[config.mk]
export PLATFORM = sky130hd
export DESIGN_NAME = bip_control_flat
export DESIGN_NICKNAME = d
export VERILOG_FILES = /design/src/rtl/bip_pkg.sv /design/src/rtl/bip_if.sv /design/src/rtl/bip_decoder.sv /design/src/rtl/bip_control.sv /design/src/flat_wrapper.sv
export SDC_FILE = /design/constraint.sdc
export NUM_CORES = 1
export LEC_CHECK = 0
export CORE_UTILIZATION = 49
export DETAILED_ROUTE_END_ITERATION = 10
export GPL_TIMING_DRIVEN = 0
export PLACE_DENSITY = 0.85
export SYNTH_ARGS = -nofsm -noshare
export SYNTH_HDL_FRONTEND = slang
export SYNTH_SLANG_ARGS = --single-unit
[constraint.sdc]
create_clock -name clk -period 5.2 [get_ports clk]
set_input_delay 1.04 -clock clk [delete_from_list [all_inputs] [get_ports clk]]
set_output_delay 1.04 -clock clk [all_outputs]
set_load 0.02 [all_outputs]
[src/rtl/bip_pkg.sv]
// Shared types and constants for the accumulator CPU control unit.
// Opcodes, FSM state encoding, datapath mux codes and the decoded control bundle.
package bip_pkg;

  localparam int PC_WIDTH      = 11;
  localparam int OPERAND_WIDTH = 11;
  localparam int OPCODE_WIDTH  = 5;
  localparam int INSTR_WIDTH   = OPCODE_WIDTH + OPERAND_WIDTH;
  localparam int COUNT_WIDTH   = 16;

  typedef enum logic [1:0] {
    FETCH   = 2'd0,
    DECODE  = 2'd1,
    EXECUTE = 2'd2,
    HALT    = 2'd3
  } state_e;

  localparam logic [OPCODE_WIDTH-1:0] OPC_HLT  = 5'b00000;
  localparam logic [OPCODE_WIDTH-1:0] OPC_STO  = 5'b00001;
  localparam logic [OPCODE_WIDTH-1:0] OPC_LD   = 5'b00010;
  localparam logic [OPCODE_WIDTH-1:0] OPC_LDI  = 5'b00011;
  localparam logic [OPCODE_WIDTH-1:0] OPC_ADD  = 5'b00100;
  localparam logic [OPCODE_WIDTH-1:0] OPC_ADDI = 5'b00101;
  localparam logic [OPCODE_WIDTH-1:0] OPC_SUB  = 5'b00110;
  localparam logic [OPCODE_WIDTH-1:0] OPC_SUBI = 5'b00111;

  localparam logic [1:0] SEL_A_MEM = 2'd0;
  localparam logic [1:0] SEL_A_IMM = 2'd1;
  localparam logic [1:0] SEL_A_ALU = 2'd2;

  localparam logic SEL_B_MEM = 1'b0;
  localparam logic SEL_B_IMM = 1'b1;

  localparam logic OP_ADD = 1'b0;
  localparam logic OP_SUB = 1'b1;

  typedef struct packed {
    logic [1:0] sel_a;
    logic       sel_b;
    logic       op;
    logic       wr_acc;
    logic       wr_ram;
    logic       rd_need;
    logic       is_halt;
  } ctrl_t;

endpackage

[src/rtl/bip_if.sv]
// Control interface between the control unit (master) and program memory / datapath (slave).
interface bip_if;
  import bip_pkg::*;

  logic                     enable;
  logic [INSTR_WIDTH-1:0]   instr_in;
  logic [PC_WIDTH-1:0]      pc_out;
  logic [OPERAND_WIDTH-1:0] data_addr;
  logic                     rd_ram;
  logic                     wr_ram;
  logic [OPERAND_WIDTH-1:0] imm_operand;
  logic [1:0]               SelA;
  logic                     SelB;
  logic                     WrAcc;
  logic                     Op;
  logic                     halted;
  logic [COUNT_WIDTH-1:0]   instr_count;

  modport master (
    input  enable, instr_in,
    output pc_out, data_addr, rd_ram, wr_ram, imm_operand,
           SelA, SelB, WrAcc, Op, halted, instr_count
  );

  modport slave (
    output enable, instr_in,
    input  pc_out, data_addr, rd_ram, wr_ram, imm_operand,
           SelA, SelB, WrAcc, Op, halted, instr_count
  );

endinterface

[src/rtl/bip_decoder.sv]
// Combinational opcode decoder: maps an opcode to the datapath control bundle.
module bip_decoder
  import bip_pkg::*;
(
  input  logic [OPCODE_WIDTH-1:0] opcode,
  output ctrl_t                   ctrl
);

  always_comb begin
    ctrl = '0;
    case (opcode)
      OPC_HLT:  ctrl.is_halt = 1'b1;
      OPC_STO:  ctrl.wr_ram  = 1'b1;
      OPC_LD: begin
        ctrl.sel_a   = SEL_A_MEM;
        ctrl.wr_acc  = 1'b1;
        ctrl.rd_need = 1'b1;
      end
      OPC_LDI: begin
        ctrl.sel_a  = SEL_A_IMM;
        ctrl.wr_acc = 1'b1;
      end
      OPC_ADD, OPC_ADDI, OPC_SUB, OPC_SUBI: begin
        ctrl.sel_a   = SEL_A_ALU;
        ctrl.sel_b   = (opcode == OPC_ADDI || opcode == OPC_SUBI) ? SEL_B_IMM : SEL_B_MEM;
        ctrl.op      = (opcode == OPC_SUB  || opcode == OPC_SUBI) ? OP_SUB : OP_ADD;
        ctrl.wr_acc  = 1'b1;
        ctrl.rd_need = (opcode == OPC_ADD  || opcode == OPC_SUB);
      end
      default: ctrl = '0;
    endcase
  end

endmodule

[src/rtl/bip_control.sv]
// Multi-cycle control unit: FSM, PC, IR and retired-instruction counter around the decoder.
//   state   | meaning
//   FETCH   | pc_out presented to program memory
//   DECODE  | instr_in valid, captured into IR; operand read issued for LD/ADD/SUB
//   EXECUTE | datapath controls driven from IR; PC and count advance
//   HALT    | terminal, left only by reset
module bip_control
  import bip_pkg::*;
(
  input  logic  clk,
  input  logic  reset,
  bip_if.master bus
);

  state_e                 state_q, state_d;
  logic [PC_WIDTH-1:0]    pc_q, pc_d;
  logic [INSTR_WIDTH-1:0] ir_q, ir_d;
  logic [COUNT_WIDTH-1:0] count_q, count_d;
  ctrl_t                  dec_ctrl;
  ctrl_t                  exe_ctrl;

  // One decoder looks ahead at instr_in for the DECODE read, the other drives EXECUTE from IR.
  bip_decoder u_dec_in (
    .opcode (bus.instr_in[INSTR_WIDTH-1:OPERAND_WIDTH]),
    .ctrl   (dec_ctrl)
  );

  bip_decoder u_dec_ir (
    .opcode (ir_q[INSTR_WIDTH-1:OPERAND_WIDTH]),
    .ctrl   (exe_ctrl)
  );

  always_ff @(posedge clk) begin
    if (!reset) begin
      state_q <= FETCH;
      pc_q    <= '0;
      ir_q    <= '0;
      count_q <= '0;
    end else begin
      state_q <= state_d;
      pc_q    <= pc_d;
      ir_q    <= ir_d;
      count_q <= count_d;
    end
  end

  always_comb begin
    state_d         = state_q;
    pc_d            = pc_q;
    ir_d            = ir_q;
    count_d         = count_q;
    bus.data_addr   = ir_q[OPERAND_WIDTH-1:0];
    bus.imm_operand = '0;
    bus.rd_ram      = 1'b0;
    bus.wr_ram      = 1'b0;
    bus.SelA        = SEL_A_MEM;
    bus.SelB        = SEL_B_MEM;
    bus.Op          = OP_ADD;
    bus.WrAcc       = 1'b0;
    bus.halted      = 1'b0;
    case (state_q)
      FETCH: begin
        if (bus.enable) state_d = DECODE;
      end
      DECODE: begin
        bus.data_addr = bus.instr_in[OPERAND_WIDTH-1:0];
        bus.rd_ram    = bus.enable & dec_ctrl.rd_need;
        if (bus.enable) begin
          ir_d    = bus.instr_in;
          state_d = EXECUTE;
        end
      end
      EXECUTE: begin
        bus.imm_operand = ir_q[OPERAND_WIDTH-1:0];
        bus.SelA        = exe_ctrl.sel_a;
        bus.SelB        = exe_ctrl.sel_b;
        bus.Op          = exe_ctrl.op;
        bus.WrAcc       = bus.enable & exe_ctrl.wr_acc;
        bus.wr_ram      = bus.enable & exe_ctrl.wr_ram;
        if (bus.enable) begin
          count_d = count_q + 1'b1;
          if (exe_ctrl.is_halt) begin
            state_d = HALT;
          end else begin
            pc_d    = pc_q + 1'b1;
            state_d = FETCH;
          end
        end
      end
      HALT: begin
        bus.halted = 1'b1;
      end
      default: state_d = FETCH;
    endcase
  end

  assign bus.pc_out      = pc_q;
  assign bus.instr_count = count_q;

endmodule

[src/flat_wrapper.sv]
// flat-port wrapper written by rule: the top's interface ports become plain ports
module bip_control_flat import bip_pkg::*;
  (clk, reset, bus_enable, bus_instr_in, bus_pc_out, bus_data_addr, bus_rd_ram, bus_wr_ram, bus_imm_operand, bus_SelA, bus_SelB, bus_WrAcc, bus_Op, bus_halted, bus_instr_count);
  bip_if bus_i ();
  input  logic clk;
  input  logic reset;
  input wire logic [$bits(bus_i.enable)-1:0] bus_enable;
  input wire logic [$bits(bus_i.instr_in)-1:0] bus_instr_in;
  output wire logic [$bits(bus_i.pc_out)-1:0] bus_pc_out;
  output wire logic [$bits(bus_i.data_addr)-1:0] bus_data_addr;
  output wire logic [$bits(bus_i.rd_ram)-1:0] bus_rd_ram;
  output wire logic [$bits(bus_i.wr_ram)-1:0] bus_wr_ram;
  output wire logic [$bits(bus_i.imm_operand)-1:0] bus_imm_operand;
  output wire logic [$bits(bus_i.SelA)-1:0] bus_SelA;
  output wire logic [$bits(bus_i.SelB)-1:0] bus_SelB;
  output wire logic [$bits(bus_i.WrAcc)-1:0] bus_WrAcc;
  output wire logic [$bits(bus_i.Op)-1:0] bus_Op;
  output wire logic [$bits(bus_i.halted)-1:0] bus_halted;
  output wire logic [$bits(bus_i.instr_count)-1:0] bus_instr_count;
  assign bus_i.enable = bus_enable;
  assign bus_i.instr_in = bus_instr_in;
  assign bus_pc_out = bus_i.pc_out;
  assign bus_data_addr = bus_i.data_addr;
  assign bus_rd_ram = bus_i.rd_ram;
  assign bus_wr_ram = bus_i.wr_ram;
  assign bus_imm_operand = bus_i.imm_operand;
  assign bus_SelA = bus_i.SelA;
  assign bus_SelB = bus_i.SelB;
  assign bus_WrAcc = bus_i.WrAcc;
  assign bus_Op = bus_i.Op;
  assign bus_halted = bus_i.halted;
  assign bus_instr_count = bus_i.instr_count;
  bip_control u_core (.clk(clk), .reset(reset), .bus(bus_i));
endmodule
; ---- After elaboration in Yosys (flattened, before gate mapping)
; Index checks and enable logic that the tools add are counted.
[word_totals]
regBits = 45
inputBits = 19
output_inout_bits = 57
word_cells = 63
[classes]
n_addsub = 2
n_eq_ne = 18
mux = 22
bitwise = 4
reduce_logical = 13
[ops]
columns = op, n
row1 = $eq A5 B3 Y1 const B, 8
row2 = $mux W11, 2
row3 = $add A16 B1 Y16 const B, 1
row4 = $eq A5 B2 Y1 const B, 3
row5 = $mux W2, 6
row6 = $add A11 B1 Y11 const B, 1
row7 = $mux W1, 11
row8 = $reduce_or A4 Y1, 2
row9 = $ne A2 B2 Y1 const B, 3
row10 = $pmux W2 S3, 1
row11 = $reduce_or A6 Y1, 1
row12 = $eq A5 B1 Y1 const B, 1
row13 = $logic_not A5 Y1, 1
row14 = $eq A2 B2 Y1 const B, 2
row15 = $pmux W2 S2, 1
row16 = $reduce_and A2 Y1, 2
row17 = $reduce_and A4 Y1, 1
row18 = $and A1 B1 Y1, 3
row19 = $logic_or A1 B1 Y1, 3
row20 = $reduce_and A3 Y1, 1
row21 = $reduce_bool A3 Y1, 1
row22 = $eq A2 B1 Y1 const B, 1
row23 = $logic_not A2 Y1, 1
row24 = $pmux W1 S2, 1
row25 = $not A1 Y1, 1

; ---- Longest topological paths before layout
[logic_depth]
ltp_word = 5
depth_mapped = 8
depth_no_buf = 6

; ---- By module
; Synthesis repeated with hierarchy kept, for this count alone.
[hier_totals]
cells_unflattened = 279
area_unflattened_um2 = 2307.2
[modules_own_cells]
columns = mod, n_inst, cells_per_inst, area_each_um2, seq_area_each_um2
row1 = bip_control, 1, 259, 2169.6, 900.9
row2 = bip_decoder, 2, 10, 68.8, 0.0

; ---- Worst setup path before layout
; Ideal clock, no wire load.
[synth_path]
path_type = input to output
start = in bus_enable
end = out bus_rd_ram
arrival_ns = 2.232
t_required_ns = 4.160
slack_ns = 1.928
path_stages = 5
n_path_buf = 2
path_cell_list = buf_4 and2_0 clkbuf_1 o21ai_0 nor4_1
[synth_between]
elab_chain_len = 2
[synth_lines]
columns = element, line
row1 = start: declaration, flat_wrapper.sv:7  ; input wire logic [$bits(bus_i.enable)-1:0] bus_enable;
row2 = $and A1 B1 Y1, bip_control.sv:67  ; bus.rd_ram = bus.enable & dec_ctrl.rd_need;
row3 = $mux W1, bip_control.sv:61  ; case (state_q)
row4 = end: declaration, flat_wrapper.sv:11  ; output wire logic [$bits(bus_i.rd_ram)-1:0] bus_rd_ram;
; Every way passes these cells.

; ---- Worst setup path in the final report
[layout_path]
start = reg u_core.state_q[1]
end = out bus_rd_ram
[layout_between]
elab_chain_len = 2
[layout_lines]
columns = element, line
row1 = start: declaration, bip_control.sv:15  ; state_e state_q, state_d;
row2 = start signal: assignment, bip_control.sv:40  ; state_q <= state_d;
row3 = $eq A2 B1 Y1, bip_control.sv:61
row4 = $mux W1, bip_control.sv:61
; Every way passes these cells.

==> results summary <==
The hold violation count in the final report is 0. The floorplan has 24 rows. The power density over the cells came out at 251 nW/µm².

The die height came out at 70.5 µm. Of the cells placed in the final design, the portion with a size suffix greater than 1 is 0.0812. The count of buffers added on input and output ports is 74.

The worst hold-check path type is register to register. Based on the critical path, the design can be clocked at up to 264 MHz. Clock tree synthesis found a total of 45 sinks. The remaining max-slew budget at the tightest pin came out at 0.620. The largest vdd supply drop came out at 210 µV. The number of synthesis warnings is 0. For this run, the post-layout net count is 381.

sky130_fd_sc_hd__nand2_1 is the most common cell in the netlist. At the end of the flow the core is filled with cells to 0.725. Dividing the detail-routed via count by the number of cells gives 5.41.

Synthesis handed over a netlist of 275 instances. The count of antenna-violating nets left after detailed routing is 0. Traced cell by cell, the critical path runs through inv_1 -> ha_1 -> clkbuf_1 -> and2_0 -> clkbuf_1 -> o21ai_0 -> nor4_1 -> clkdlybuf4s50_1. For this design the total switching power over the nets is 225 µW. The clock reaches the later pin of the worst-skew pair after 0.31 ns. The number of gates given a new drive strength after cts came out at 0. The synthesized design spends more area on one cell type than any other, namely sky130_fd_sc_hd__dfxtp_1. The total routing resource utilization after global routing came out at 0.243. The area of the die came out at 4970 µm². The antenna cell count is 0.

The residual overflow from global routing is 0. The total of hold buffers inserted after clock tree synthesis came out at 0. The via count of the first global-routing pass came to 2,174. The average wire length per cell after detail routing is 13.6 µm. In the routed design, unresolved DRC markers number 8. The area growth from synthesis to layout came out at 40.0%. The most used cell along the critical path is sky130_fd_sc_hd__clkbuf_1.

The count of flip-flops with a built-in enable after synthesis is 0. The maximum count of clock buffers along a single path is 2. The critical path in this run is classified as register to primary output.

The worst path needs 3.78 ns of the cycle, external delays included. The total power after layout came out at 808 µW. The count of state elements after synthesis came out at 45.

The die span in x came out at 70.5 µm. The max-slew violation total from the final report came to 0. The starting DRC count in detailed routing came out at 115.

Setup violations remaining at the end of the flow were counted as 0. The leakage dissipation came out at 0.00119 µW. After routing, the total negative slack on setup checks comes to 0 ns. The worst path arrival time is 2.74 ns. The flow ran to the end, but the final reports show violations.

The clock transition at the register clock pins on the worst setup and hold paths after CTS came out at 0.09 ns. The critical path startpoint category is a register. The share of power burned in registers is 0.454. For this run, the register share of the synthesized area comes to 0.392.

For this configuration, the core starts out at a cell density of 0.518. The switching power share of the total came out at 0.278. The total number of vias is 2,213.

STA classifies the critical path endpoint as a primary output. Max-cap violations in this run came to 0. The worst hold margin is 0.476 ns.

The HPWL after detailed placement is 4190 µm. CTS placed an instance of sky130_fd_sc_hd__clkbuf_8 at the clock tree root. Of the total power, combinational logic draws 0.216. Entering global routing, the biggest net connects 16 pins. The average size of a mapped cell is 8.37 µm².

The post-detailed-routing wire length came out at 5580 µm. The congestion estimate from routability-driven global placement came to 0.802. The checks that failed: design-rule violations. The number of distinct library cells after synthesis is 41.

The number of buffers created by CTS is 5. The net count after synthesis is 300. By area the synthesized netlist is led by sky130_fd_sc_hd__dfxtp_1 39%, sky130_fd_sc_hd__nand2_1 8.6%, sky130_fd_sc_hd__mux2_2 5.4%. In this design, the stage delay of the slowest critical-path cell is 0.68 ns.

The clock network fraction of design power is 0.330. The cell area after technology mapping is 2300 µm². The H-tree was split into 2 levels. TritonCTS built the clock tree.

The number of iterations in the first detailed-routing pass is 8. After synthesis, the share of flip-flops with an asynchronous set or reset is 0. On the critical path, the stage with the largest delay is an instance of sky130_fd_sc_hd__clkdlybuf4s50_1. Between clock sinks in the finished design, the worst skew comes to 0.0124 ns. The share of synthesized area in the top cell type comes to 0.392.

The part of the cycle the worst path needs came out at 0.727. In this run the post-CTS setup repair buffer count came out at 0. STA puts the critical path data required time at 4.16 ns. The region available for standard cell placement spans 4440 µm². Setup repair after global routing left no endpoint under its margin. By count the netlist is led by 53 x sky130_fd_sc_hd__nand2_1, 45 x sky130_fd_sc_hd__dfxtp_1, 23 x sky130_fd_sc_hd__a21oi_1, 16 x sky130_fd_sc_hd__and2_1, 16 x sky130_fd_sc_hd__nor2_1. The first global-routing pass estimated 9600 µm of wire. Cell internal power was estimated by the tool at 583 µW.

The number of antenna violations at the first check in global routing is 0. For this design the top-level I/O count stands at 76. The flip-flop cell with the highest count after synthesis is sky130_fd_sc_hd__dfxtp_1. The highest net fanout along the worst path came out at 8. The pin slew with the least headroom to its limit came out at 0.569 ns.
==> sequential cells by signal, summed over array words and instances, names as in the netlist <==
register,cells
u_core.bus.pc_out,11
u_core.state_q,2
u_core.ir_q,16
u_core.bus.instr_count,16
==> per-layer routing <==
layer | track usage | wire length, µm | part of all wire | vias to the layer above
met1 | 0.278 | 2310 | 0.41 | 1037
li1 | - | - | - | 1110
met5 | 0 | 0 | 0 | -
met3 | 0.0606 | 347 | 0.062 | 5
met4 | 0.0907 | 37 | 0.0066 | 0
met2 | 0.435 | 2880 | 0.52 | 61
==> kinds of logic after synthesis <==
group | after synthesis | synth area share
xor+xnor | 12 | 0.0457
buf+inv | 21 | 0.0462
simple gates | 132 | 0.294
fa+ha+maj | 6 | 0.0326
flops | 45 | 0.392
compound gates | 44 | 0.119
mux | 15 | 0.0712
==> metrics by stage <==
stage / setup slack, ns / cell area (µm²) / std cells
after floorplan: 1.93 / 2300 / 275
after global placement: 1.55 / 3110 / 401
after detailed placement: 1.50 / 3110 / 401
after CTS: 1.46 / 3220 / 409
after global routing: 1.24 / 3220 / 409
final: 1.42 / 3220 / 409
==> power groups by stage <==
stage | registers, µW | clock network (µW) | logic, µW
global route | 369 | 286 | 190
detailed placement | 375 | 0 | 173
global placement | 374 | 0 | 171
CTS | 367 | 270 | 175
finish | 367 | 267 | 175
floorplan | 372 | 0 | 109
==> placed cells by master (no fill, tap or decap), types with 2 or more instances in the layout <==
master                            count
sky130_fd_sc_hd__a211oi_1             2
sky130_fd_sc_hd__a21oi_1             23
sky130_fd_sc_hd__and2_1              16
sky130_fd_sc_hd__and3_1               3
sky130_fd_sc_hd__and4_1               5
sky130_fd_sc_hd__buf_6                3
sky130_fd_sc_hd__clkbuf_1            12
sky130_fd_sc_hd__clkbuf_8             5
sky130_fd_sc_hd__clkdlybuf4s50_1     74
sky130_fd_sc_hd__dfxtp_1             45
sky130_fd_sc_hd__ha_1                 6
sky130_fd_sc_hd__inv_1                4
sky130_fd_sc_hd__mux2_2              11
sky130_fd_sc_hd__mux2i_1              4
sky130_fd_sc_hd__nand2_1             53
sky130_fd_sc_hd__nand2b_1             3
sky130_fd_sc_hd__nand3_1             11
sky130_fd_sc_hd__nand4_1              3
sky130_fd_sc_hd__nor2_1              16
sky130_fd_sc_hd__nor3_1               5
sky130_fd_sc_hd__nor4_1               2
sky130_fd_sc_hd__o211ai_1             4
sky130_fd_sc_hd__o21ai_0              4
sky130_fd_sc_hd__o31ai_1              3
sky130_fd_sc_hd__or3_1                4
sky130_fd_sc_hd__or4_1                6
sky130_fd_sc_hd__xor2_1              11
==> worst paths after layout <==
path	depth (start not counted)	slack (ns)	endpoint	start
min reg2reg	2	0.48	u_core.ir_q[1]	u_core.ir_q[1]
max	8	1.42	bus_rd_ram	u_core.state_q[1]
min	2	0.48	u_core.ir_q[1]	u_core.ir_q[1]
max reg2reg	8	3.26	u_core.ir_q[12]	u_core.state_q[1]
==> layout make-up <==
| class | instances | area [µm²] |
|---|---|---|
| Fill cell | 347 | 1220 |
| Buffer | 17 | 91.3 |
| Multi-Input combinational cell | 209 | 1290 |
| Inverter | 4 | 15.0 |
| Sequential cell | 45 | 901 |
| Clock buffer | 5 | 68.8 |
| Tap cell | 52 | 65.1 |
| Timing Repair Buffer | 74 | 741 |
| Clock inverter | 3 | 46.3 |
==> worst max-delay path: cells and delay by family (launching register included) <==
family	cells	cell delay, ns
buffers and inverters	4	1.32
and+or+nand+nor	2	0.44
DFF	1	0.35
AOI/OAI and AO/OA	1	0.17
adders and majority gates	1	0.14
No activity file was read; power rests on OpenSTA's default activity.
